**config.mk**
```make
export PLATFORM = sky130hd
export DESIGN_NAME = core_run_monitor
export DESIGN_NICKNAME = d
export VERILOG_FILES = /design/src/rtl/core_dbg_pkg.sv /design/src/rtl/pc_stall_detector.sv /design/src/rtl/core_run_monitor.sv
export SDC_FILE = /design/constraint.sdc
export NUM_CORES = 1
export LEC_CHECK = 0
export CAP_MARGIN = 20
export CELL_PAD_IN_SITES_DETAIL_PLACEMENT = 0
export CELL_PAD_IN_SITES_GLOBAL_PLACEMENT = 1
export CORE_MARGIN = 4
export CORE_UTILIZATION = 35
export DETAILED_ROUTE_END_ITERATION = 6
export PLACE_DENSITY = 0.79
export SYNTH_ARGS = -nofsm -noshare
export SYNTH_HDL_FRONTEND = slang
export SYNTH_HIERARCHICAL = 1
export SYNTH_SLANG_ARGS = --single-unit
```
**constraint.sdc**
```tcl
create_clock -name clk -period 3.5 [get_ports clk]
set_input_delay 0.7 -clock clk [delete_from_list [all_inputs] [get_ports clk]]
set_output_delay 0.7 -clock clk [all_outputs]
set_load 0.03 [all_outputs]
```
**src/rtl/core_dbg_pkg.sv**
```systemverilog
// Shared types and defaults for the core run/verdict monitor.
package core_dbg_pkg;

    typedef enum logic [2:0] {
        ST_HOLD    = 3'd0,
        ST_RUN     = 3'd1,
        ST_PASS    = 3'd2,
        ST_FAIL    = 3'd3,
        ST_TIMEOUT = 3'd4,
        ST_HANG    = 3'd5
    } run_status_t;

    localparam logic [31:0] DEF_TOHOST_ADDR = 32'h0000_0064;
    localparam logic [31:0] DEF_PASS_VALUE  = 32'd25;

    function automatic logic is_terminal(input run_status_t s);
        return (s == ST_PASS) || (s == ST_FAIL) || (s == ST_TIMEOUT) || (s == ST_HANG);
    endfunction

endpackage

```
**src/rtl/pc_stall_detector.sv**
```systemverilog
// Counts consecutive cycles of unchanged PC; flags when the count reaches HANG_CYCLES.
module pc_stall_detector #(
    parameter int HANG_CYCLES = 16
) (
    input  logic        clk,
    input  logic        reset,
    input  logic        clear,
    input  logic [31:0] pc,
    output logic        stalled
);
    localparam int SW = $clog2(HANG_CYCLES + 2);
    localparam logic [SW-1:0] LIMIT = SW'(HANG_CYCLES);

    logic [31:0]   prev_pc;
    logic          prev_vld;
    logic [SW-1:0] cnt, cnt_nxt;

    // cnt_nxt is the count including the current cycle, so the flag rises on
    // the same edge that completes the HANG_CYCLES-th stalled cycle.
    always_comb begin
        cnt_nxt = '0;
        if (prev_vld && pc == prev_pc)
            cnt_nxt = (cnt == LIMIT) ? cnt : cnt + 1'b1;
    end

    always_ff @(posedge clk or posedge reset) begin
        if (reset) begin
            prev_pc  <= '0;
            prev_vld <= 1'b0;
            cnt      <= '0;
        end else if (clear) begin
            prev_pc  <= pc;
            prev_vld <= 1'b0;
            cnt      <= '0;
        end else begin
            prev_pc  <= pc;
            prev_vld <= 1'b1;
            cnt      <= cnt_nxt;
        end
    end

    assign stalled = (HANG_CYCLES != 0) && !clear && (cnt_nxt == LIMIT);

endmodule

```
**src/rtl/core_run_monitor.sv**
```systemverilog
// Run-control and pass/fail verdict engine: holds core reset, counts RUN cycles,
// watches stores for the tohost verdict, and flags timeouts and PC hangs.
module core_run_monitor
    import core_dbg_pkg::*;
#(
    parameter int          RST_CYCLES  = 2,
    parameter int          MAX_CYCLES  = 1000,
    parameter int          HANG_CYCLES = 16,
    parameter logic [31:0] TOHOST_ADDR = DEF_TOHOST_ADDR,
    parameter logic [31:0] PASS_VALUE  = DEF_PASS_VALUE,
    parameter int          CNT_W       = 32
) (
    input  logic             clk,
    input  logic             reset,
    input  logic             start,
    input  logic             MemWrite,
    input  logic [31:0]      DataAddr,
    input  logic [31:0]      WriteData,
    input  logic [31:0]      PC,
    output logic             core_reset,
    output logic             done,
    output logic             pass,
    output logic [2:0]       status,
    output logic [CNT_W-1:0] cycle_count,
    output logic [CNT_W-1:0] store_count
);
    localparam int HW = (RST_CYCLES > 1) ? $clog2(RST_CYCLES) : 1;
    localparam logic [HW-1:0]    HOLD_LAST = HW'(RST_CYCLES - 1);
    localparam logic [CNT_W-1:0] MAX_M1    = CNT_W'(MAX_CYCLES - 1);

    run_status_t   state, state_nxt;
    logic [HW-1:0] hold_cnt;
    logic          stalled, tohost_hit, budget_hit;

    assign tohost_hit = MemWrite && (DataAddr == TOHOST_ADDR);
    assign budget_hit = (cycle_count == MAX_M1);

    pc_stall_detector #(.HANG_CYCLES(HANG_CYCLES)) u_stall (
        .clk     (clk),
        .reset   (reset),
        .clear   (state != ST_RUN),
        .pc      (PC),
        .stalled (stalled)
    );

    always_ff @(posedge clk or posedge reset) begin
        if (reset) state <= ST_HOLD;
        else       state <= state_nxt;
    end

    // Tohost store outranks the budget so a verdict on the last cycle still counts.
    always_comb begin
        state_nxt = state;
        case (state)
            ST_HOLD: if (hold_cnt == HOLD_LAST) state_nxt = ST_RUN;
            ST_RUN: begin
                if (tohost_hit)   state_nxt = (WriteData == PASS_VALUE) ? ST_PASS : ST_FAIL;
                else if (budget_hit) state_nxt = ST_TIMEOUT;
                else if (stalled)    state_nxt = ST_HANG;
            end
            default: if (start) state_nxt = ST_HOLD;
        endcase
    end

    always_ff @(posedge clk or posedge reset) begin
        if (reset) begin
            hold_cnt    <= '0;
            cycle_count <= '0;
            store_count <= '0;
        end else begin
            case (state)
                ST_HOLD: hold_cnt <= (hold_cnt == HOLD_LAST) ? '0 : hold_cnt + 1'b1;
                ST_RUN: begin
                    cycle_count <= cycle_count + 1'b1;
                    if (MemWrite && store_count != '1)
                        store_count <= store_count + 1'b1;
                end
                default: if (start) begin
                    hold_cnt    <= '0;
                    cycle_count <= '0;
                    store_count <= '0;
                end
            endcase
        end
    end

    assign core_reset = (state != ST_RUN);
    assign done       = is_terminal(state);
    assign pass       = (state == ST_PASS);
    assign status     = state;

endmodule

```
* Word level (Yosys, flattened, before mapping)
Index checks and enable logic that the tools add are counted.
Word-level totals: register bits 106, bits in latches 0, bits in writable memories 0, memory bits (read-only) 0, input bits 100, output and inout port bits 70, word-level logic and storage cells 63, memories 0
Operators by class: add/sub/neg operators 4, multiply operators 0, div/mod/pow operators 0, magnitude comparators 0, eq/ne operators 16, shift-type cells 0, muxes and demuxes 18, bitwise operators 2, reductions and logical operators 16
Operator list (number):
- 32-bit one-hot mux with 2 select lines | 2
- 32-bit by 1-bit adder with 32-bit output, second input constant | 2
- 32-bit 2-to-1 mux | 2
- 32-bit by 10-bit equality test with 1-bit output, second input constant | 1
- 32-bit equality test | 1
- 32-bit by 5-bit equality test with 1-bit output, second input constant | 1
- 32-bit by 7-bit equality test with 1-bit output, second input constant | 1
- 32-bit != test, second input constant | 1
- 3-bit 2-to-1 mux | 5
- 5-bit 2-to-1 mux | 3
- 5-bit equality test, second input constant | 2
- 3-bit by 2-bit equality test with 1-bit output, second input constant | 2
- 3-bit equality test, second input constant | 2
- 3-bit one-hot mux with 2 select lines | 1
- 3-bit AND reduction | 2
- 5-bit by 1-bit adder with 5-bit output, second input constant | 1
- 1-bit logical AND | 4
- 1-bit 2-to-1 mux | 4
- 2-bit != test, second input constant | 2
- 4-bit != test, second input constant | 1
- 2-bit AND reduction | 2
- 2-bit nonzero test | 2
- 3-bit by 1-bit equality test with 1-bit output, second input constant | 1
- 3-bit logical NOT | 1
- other kinds (7) | 10

* Depth between registers and ports, before layout
Gate-level depths: netlist (run 1).
depth after elaboration 9, mapped depth 13, depth with buffers taken out 11

* Hierarchy
The synthesis (run 1) kept the hierarchy.
By module, submodules not included:
- core_run_monitor | times used 1, cells an instance 439, area each 3956.3 um^2, sequential area each 1701.6 um^2
- pc_stall_detector | times used 1, cells an instance 125, area each 1560.2 um^2, sequential area each 950.9 um^2

* Worst setup path before layout (run 1)
OpenSTA, ideal clock, no wires.
path kind register to register, from register state[2], in the netlist status[2], to register state[2], in the netlist status[2], setup time 125 ps, arrival 2704 ps, required time 3375 ps, setup slack 671 ps, cell stages (with the launch flop) 14, buffers on the path 2, period minus slack after synthesis 2829 ps, cells stage by stage dfrtp_1 -> buf_2 -> nor3b_4 -> inv_2 -> buf_2 -> inv_1 -> nand3_1 -> nor4_1 -> o211ai_1 -> nor4b_2 -> inv_1 -> o31ai_1 -> o32a_1 -> mux2_2
On the way: longest elaborated chain between the ends 5, elaborated cells between the ends (all ways) 10, those cells by class 4 x eq/ne; 1 x mux; 5 x reduce/logical
RTL lines:
- from (decl) | RTL line core_run_monitor.sv:31 | run_status_t state, state_nxt;
- from (signal assigned) | RTL line core_run_monitor.sv:48 | else state <= state_nxt;
- 3-bit by 1-bit != test with 1-bit output
- named net core_reset | RTL line core_run_monitor.sv:20 | output logic core_reset,
- 1-bit logical NOT | RTL line pc_stall_detector.sv:42 | assign stalled = (HANG_CYCLES != 0) && !clear && (cnt_nxt == LIMIT);
- 1-bit logical AND | RTL line pc_stall_detector.sv:42
- named net stalled | RTL line core_run_monitor.sv:33 | logic stalled, tohost_hit, budget_hit;
- 4-bit != test (no source line)
- 3-bit AND reduction (no source line)
The timed path passes the listed nets, and every way through them passes these cells. A chain may end at the register's enable or synchronous reset.

* Worst setup path in the final report (run 1)
from input port PC[9], to register state[2], in the netlist status[2]
On the way: longest elaborated chain between the ends 7
RTL lines:
- from (decl) | RTL line core_run_monitor.sv:19 | input logic [31:0] PC,
- 32-bit equality test | RTL line pc_stall_detector.sv:22 | if (prev_vld && pc == prev_pc)
- 1-bit logical AND | RTL line pc_stall_detector.sv:22
- 5-bit 2-to-1 mux | RTL line pc_stall_detector.sv:22
- 5-bit equality test | RTL line pc_stall_detector.sv:42
- 1-bit logical AND | RTL line pc_stall_detector.sv:42
- named net stalled | RTL line core_run_monitor.sv:33
- 4-bit != test (no source line)
- 3-bit AND reduction (no source line)
The timed path passes the listed nets, and every way through them passes these cells.

==> summary.txt, run 1 <==
Status
  – Status: finished, final reports clean

Detailed routing
  – Vias: 5058
  – Vias per inst: 5.330
  – Post-Route WL: approximately 16000 um
  – Drt first pass iters: 5
  – Post-route ant nets: 0
  – DRC viols: 0
  – Initial DRC Count: 286
  – Wire per inst: around 17 um

Setup path
  – R2R Path End: status[2]$_DFFE_PP0P_
  – Kind of critical path: input port to flop
  – Reg2Reg Setup Slack: 880 ps
  – WP data arrival: 3020 ps
  – Crit. Startpoint: PC[9]
  – Critical Path Fanout Max: 3
  – R2R depth: 11
  – Nature of the critical path startpoint: input port
  – Crit path required time: ~3700 ps
  – Setup crit end kind: flop
  – RR Startpoint: status[2]$_DFFE_PP0P_

STA
  – WHS: 563.9 ps
  – Max-slew violation count: 0
  – RSZ-0062 raised after global routing: false
  – Post-route clock period utilization: between 70% and 80%
  – Endpoints failing setup: 0
  – Clock Skew: approximately 12 ps
  – Max Freq: 0.3600 GHz
  – Final Hold Viols: 0
  – Slew headroom: approximately three fifths
  – Tmin final: roughly 2800 ps
  – Setup slack after layout: between 700 and 800 ps
  – Setup tns final: 0 ps
  – Tightest Pin Transition: roughly 600 ps

Synthesis
  – YS warnings: 6
  – Yosys reg bits: approximately 110
  – Number of flops mapped to enable cells by yosys: 0
  – Xor and xnor area share after synthesis: between 8 and 9%
  – Synth Instances: ~560
  – Synth Area in Simple Gates: about 28%
  – Post-synthesis sequential area ratio: about half
  – Most used DFF post-synth: dfrtp_1
  – Syn nets: about 670
  – Cell variety after synth: 51
  – Mux contribution to synthesized area: 1.293%
  – Asr flop ratio synth: 100.0%
  – Adder-Cell Fraction of Synth Area: under 10%
  – Largest family of logic cells by synthesized area: simple AND/OR/NAND/NOR gates
  – Post-synthesis compound-gate area fraction: 10.52%
  – Syn avg cell area: 9.781 sq um
  – Mapped Area: between 5000 and 6000 sq um

Hold path
  – Worst hold path cell count: 1
  – Worst hold start: cycle_count[1]$_DFFE_PP0P_
  – Endpoint, Worst Hold: cycle_count[1]$_DFFE_PP0P_
  – Tightest Hold Check Type: flop to flop

Clock network
  – Worst-path clk slew: about 70 ps
  – CTS buffer count: 9
  – CTS tree: built
  – Post-cts sizing count: 0
  – Clock sink count: between 100 and 150
  – Postcts setup bufs: 0
  – Quantity of hold-fixing buffers added after cts: 0
  – Worst-Skew Late Latency: 360 ps
  – Root buf cell: clkbuf_16
  – H-tree depth: 3
  – Clk buf depth: 2

Power and ir drop
  – Tot Pwr: 3252 uW
  – P_leak: 0.003004 uW
  – Power Dens Cells: 418.8 nW/um^2
  – VDD IR max: 0.2584 mV

Die
  – DIE AREA: roughly 18000 sq um
  – Die Wd: around 130 um
  – DIE HEIGHT: between 100 and 150 um
  – Top-Level Pins: 170
  – Initial Utilization: a little over a third
  – CORE AREA: 15310 sq um
  – Num rows: 45

Place
  – Number of I/O port buffers: ~170
  – Gpl congestion: ~0.85
  – Post-place setup slack: ~350 ps
  – HPWL Detailed: roughly 12000 um

Final layout
  – Commonest non-fill, non-tap cells in the layout: clkdlybuf4s50_1 (169), dfrtp_1 (106), nor2_1 (42), nand2_1 (36), nand3_1 (33)
  – Syn-to-layout area delta: 40.76%
  – Share of layout cells above drive strength 1: ~5.3%
  – Most common cell after layout, fill and taps aside: clkdlybuf4s50_1
  – Fin nets: 838
  – Fill count: about 1400
  – Antenna diodes: 0

Global routing
  – M2 GR Usage: between 20% and 30%
  – Pin count of the biggest net entering global routing: 54
  – First-pass GRT wire length: between 20000 and 30000 um
  – Grt total ovfl: 0
  – Busiest grt layer: met2
  – GRT Overall Usage: a little under a fifth
  – Initial antenna violation count: 0
  – Met1 Use GR: 23.93%
  – Number of global-route vias before repair: 5136
  – Met3 Usage GRT: under 10%

Job
  – Max-cap check violation count: 0
Yosys cell counts, drive strengths merged (10+ instances only):
library cell  count  area share, %
a21oi            26            2.4
buf              12            1.0
o31ai            15            2.0
nor3             14            1.4
or4              15            2.0
o21ai            22            2.1
nor2             42            2.9
nand2b           14            1.6
dfrtp           106             48
clkbuf           10           0.68
xnor2            32            5.1
and4             13            2.1
or3              13            1.5
nor4             29            3.3
nand3            34            3.2
inv              18            1.2
nand2            36            2.4
nand4            24            2.7
and3             10            1.1
xor2             21            3.3
worst max-delay path by stage:
stage / endpoint / slack (ps) / depth (start not counted)
floorplan: status[2]$_DFFE_PP0P_ / 670 / 13
global placement: status[2]$_DFFE_PP0P_ / 400 / 10
detailed placement: status[2]$_DFFE_PP0P_ / 350 / 10
CTS: status[2]$_DFFE_PP0P_ / 710 / 10
finish: status[2]$_DFFE_PP0P_ / 720 / 10
global route: status[2]$_DFFE_PP0P_ / 610 / 10
state kept, by name, summed over array words and instances, names as in the netlist:
| register | flops |
|---|---|
| store_count | 32 |
| cycle_count | 32 |
| hold_cnt | 1 |
| u_stall/prev_vld | 1 |
| u_stall/prev_pc | 32 |
| status | 3 |
| u_stall/cnt | 5 |
metal layers:
layer	part of all wire [%]	routed length, um
met3	7.3	1179
met1	45	7239
met2	47	7560
met5	0	0
met4	1.2	189
cell families after synthesis:
family | after synthesis
multiplexers | 7
buffers and inverters | 40
adder cells (fa/ha/maj) | 5
flip-flops | 106
AND/OR/NAND/NOR | 266
XOR/XNOR | 53
AO/OA/AOI/OAI | 87
worst max-delay path: stages:
cell and delay, ps:
clkdlybuf4s50_1 440, nor2b_1 150, a2111o_1 390, nor3_2 230, nand3_1 130, nor4b_2 290
inv_1 90, o31ai_1 70, o32a_1 200, mux2_2 340
where the power goes:
group          leakage, uW  total [uW]  switching (uW)  internal, uW
combinational      0.00146         816             456           360
clock             0.000143        1040             463           576
sequential         0.00140        1400            94.7          1300
total              0.00300        3250            1010          2240
per-stage QoR:
| stage | util, % | cell area (sq um) | std cells |
|---|---|---|---|
| floorplan | - | 5517 | 564 |
| finish | 50.70 | 7765 | 949 |
| global placement | 48.76 | 7467 | 933 |
| detailed placement | 48.76 | 7467 | 933 |
| global route | 50.70 | 7765 | 949 |
| CTS | 50.70 | 7765 | 949 |
cell type report:
type	count	area (sq um)	area share, %
Sequential cell	106	2653	34.16
Multi-Input combinational cell	418	2709	34.89
Clock inverter	4	51.30	0.6607
Inverter	18	67.56	0.8701
Timing Repair Buffer	180	1774	22.85
Tap cell	211	264.0	3.400
Clock buffer	12	246.5	3.174
No activity file was read; power rests on OpenSTA's default activity.
==> inputs of run 2 (changes only) <==
Clock period 3.5 ns to 2.9 ns, I/O delays scaled along.
==> summary.txt, run 2 (synthesized netlist as in run 1, its figures left out) <==
Status
  – Status: finished, final reports clean

Clock network
  – Clock sink count: 106 (unchanged)
  – CTS buffer count: 9 (unchanged)
  – CTS tree: built
  – Worst-Skew Late Latency: 350 ps (about the same)
  – H-tree depth: 3 (unchanged)
  – Worst-path clk slew: 70 ps (about the same)
  – Postcts setup bufs: 0 (unchanged)
  – Clk buf depth: 2 (unchanged)
  – Root buf cell: clkbuf_16

Setup path
  – Crit-path cells: clkdlybuf4s50_1, nand2b_1, o2111ai_1, nor4_2, buf_4, o211ai_1, nor4b_2, inv_1, o31ai_1, o32a_1, mux2_2
  – Setup crit end kind: flop
  – WP data arrival: 2940 ps (-80 ps)
  – Reg2Reg Setup Slack: 220 ps (-660 ps)
  – Critical Path Fanout Max: 3 (unchanged)
  – Kind of critical path: input port to flop
  – Slowest stage delay, CP: 490 ps (+50 ps)
  – Nature of the critical path startpoint: input port
  – Crit path required time: 3130 ps (-610 ps)
  – CP max stage cell: clkdlybuf4s50_1

Power and ir drop
  – Net Sw Frac: 31.48% (+0.29 points)
  – Reg power frac: 43.2% (+0.3 points)
  – VDD IR max: 0.3480 mV (+35%)
  – Clk network pwr share: 30.2% (-1.8 points)
  – NetSw: 1221 uW (+20%)
  – P_int: 2657 uW (+19%)
  – Power Dens Cells: 494.7 nW/um^2 (+18%)
  – Gate power share: 26.6% (+1.5 points)
  – P_leak: 0.003048 uW (+1.5%)

Final layout
  – Multi-input logic area: 2715 sq um (+0.23%)
  – Share of layout cells above drive strength 1: 6.702% (+1.4 points)
  – Core Util, Final: 51.18% (+0.48 points)
  – Syn-to-layout area delta: 42.10%
  – Fin nets: 848 (+1.2%)
  – Commonest non-fill, non-tap cells in the layout: clkdlybuf4s50_1 (169), dfrtp_1 (106), nor2_1 (42), nand2_1 (36), nand3_1 (33)
  – Fill count: 1414 (-0.91%)
  – Most common cell after layout, fill and taps aside: clkdlybuf4s50_1
  – Reg area: 2653 sq um (unchanged)
  – Top Registers: cycle_count (32), store_count (32), u_stall/prev_pc (32)
  – Antenna diodes: 0 (unchanged)

STA
  – Clock Skew: 10.94 ps (-1.547 ps)
  – Tmin final: 2711 ps
  – Max-slew violation count: 0 (unchanged)
  – Final Hold Viols: 0 (unchanged)
  – Max Freq: about 0.37 GHz
  – Endpoints failing setup: 0 (unchanged)
  – RSZ-0062 raised after global routing: false
  – Setup slack after layout: 188.6 ps (-533.5 ps)
  – Slew headroom: 59.53% (-0.70 points)
  – Post-route clock period utilization: 93.50%
  – Setup tns final: 0 ps (unchanged)
  – Tightest Pin Transition: 607.0 ps (+10.49 ps)

Detailed routing
  – DRC viols: 0 (unchanged)
  – Post-Route WL: 16210 um (+0.26%)
  – Initial DRC Count: 243 (-15%)
  – Vias: 5090 (+0.63%)
  – Vias per inst: 5.319 (-0.21%)
  – Post-route ant nets: 0 (unchanged)
  – Wire per inst: 16.94 um (-0.58%)
  – Drt first pass iters: 5 (unchanged)

Global routing
  – Number of global-route vias before repair: 5244 (+2.1%)
  – First-pass GRT wire length: 26620 um (-0.13%)
  – GRT Overall Usage: 18.31% (-0.14 points)
  – Pin count of the biggest net entering global routing: 55 (+1.9%)
  – Initial antenna violation count: 0 (unchanged)
  – Grt total ovfl: 0 (unchanged)

Hold path
  – Tightest Hold Check Type: input port to async pin

Place
  – Number of I/O port buffers: 169 (unchanged)
  – Gpl congestion: 0.8324 (-2.4%)
  – HPWL Detailed: 11980 um (+0.94%)
  – Post-place setup slack: -124.1 ps (-477.2 ps)

Job
  – Max-cap check violation count: 0 (unchanged)

Die
  – CORE AREA: 15310 sq um (unchanged)
  – DIE AREA: 17830 sq um (unchanged)
  – DIE HEIGHT: 133.5 um (unchanged)
  – Num rows: 45 (unchanged)
  – Die Wd: 133.5 um (unchanged)
  – Top-Level Pins: 170 (unchanged)
  – Initial Utilization: 36.02% (unchanged)
## run 2: final cells by class
type | instances | area share [%]
clock buffers | 11 | 3.224
clock inverters | 3 | 0.3192
inverters | 18 | 0.8619
multi-input cells | 418 | 34.64
flip-flops and latches | 106 | 33.84
well taps | 211 | 3.368
repair buffers | 190 | 23.75
## run 2: final timing paths
| check | from | end | cells after the start |
|---|---|---|---|
| max in group asynchronous | reset | store_count[27]$_DFFE_PP0P_ | 3 |
| worst min-delay path | reset | u_stall/cnt[1]$_DFF_PP0_ | 2 |
| worst min register to register | cycle_count[1]$_DFFE_PP0P_ | cycle_count[1]$_DFFE_PP0P_ | 1 |
| worst max-delay path | PC[16] | status[2]$_DFFE_PP0P_ | 11 |
| min in group clk | cycle_count[1]$_DFFE_PP0P_ | cycle_count[1]$_DFFE_PP0P_ | 1 |
| worst max register to register | status[1]$_DFFE_PP0P_ | status[2]$_DFFE_PP0P_ | 12 |
## run 2: critical path, delay by kind of cell
kind            cells  cell delay [ps]
simple gates        3              760
buf+inv             3              750
compound gates      4              520
mux                 1              330
## run 2: layer usage
| layer | wire length [um] | GRT usage, % | up-vias | part of all wire, % |
|---|---|---|---|---|
| met4 | 238 | 5.943 | 0 | 1.5 |
| li1 | - | - | 2460 | - |
| met2 | 7662 | 29.37 | 173 | 47 |
| met3 | 968 | 4.909 | 17 | 6.0 |
| met5 | 0 | 0 | - | 0 |
| met1 | 7341 | 24.15 | 2440 | 45 |
## run 2: power groups by stage
stage	registers (uW)	logic, uW	clock network (uW)
after floorplan	1790	455	0
after global placement	1700	1020	0
after detailed placement	1700	1030	0
after CTS	1680	1040	1220
after global routing	1690	1120	1280
final	1680	1030	1170
## run 2: repair_timing
item	CTS	global route
gates resized for setup	0	1
hold buffers	0	0
setup endpoints to repair	0	1
## run 2: stage by stage
| step | hold WS (ps) | instance area (sq um) | power, uW | std cells |
|---|---|---|---|---|
| global route | 515.3 | 7839 | 4092 | 957 |
| detailed placement | 551.4 | 7555 | 2735 | 943 |
| global placement | 534.1 | 7555 | 2716 | 943 |
| finish | 516.1 | 7839 | 3878 | 957 |
| floorplan | 542.7 | 5517 | 2240 | 564 |
| CTS | 496.6 | 7833 | 3937 | 957 |
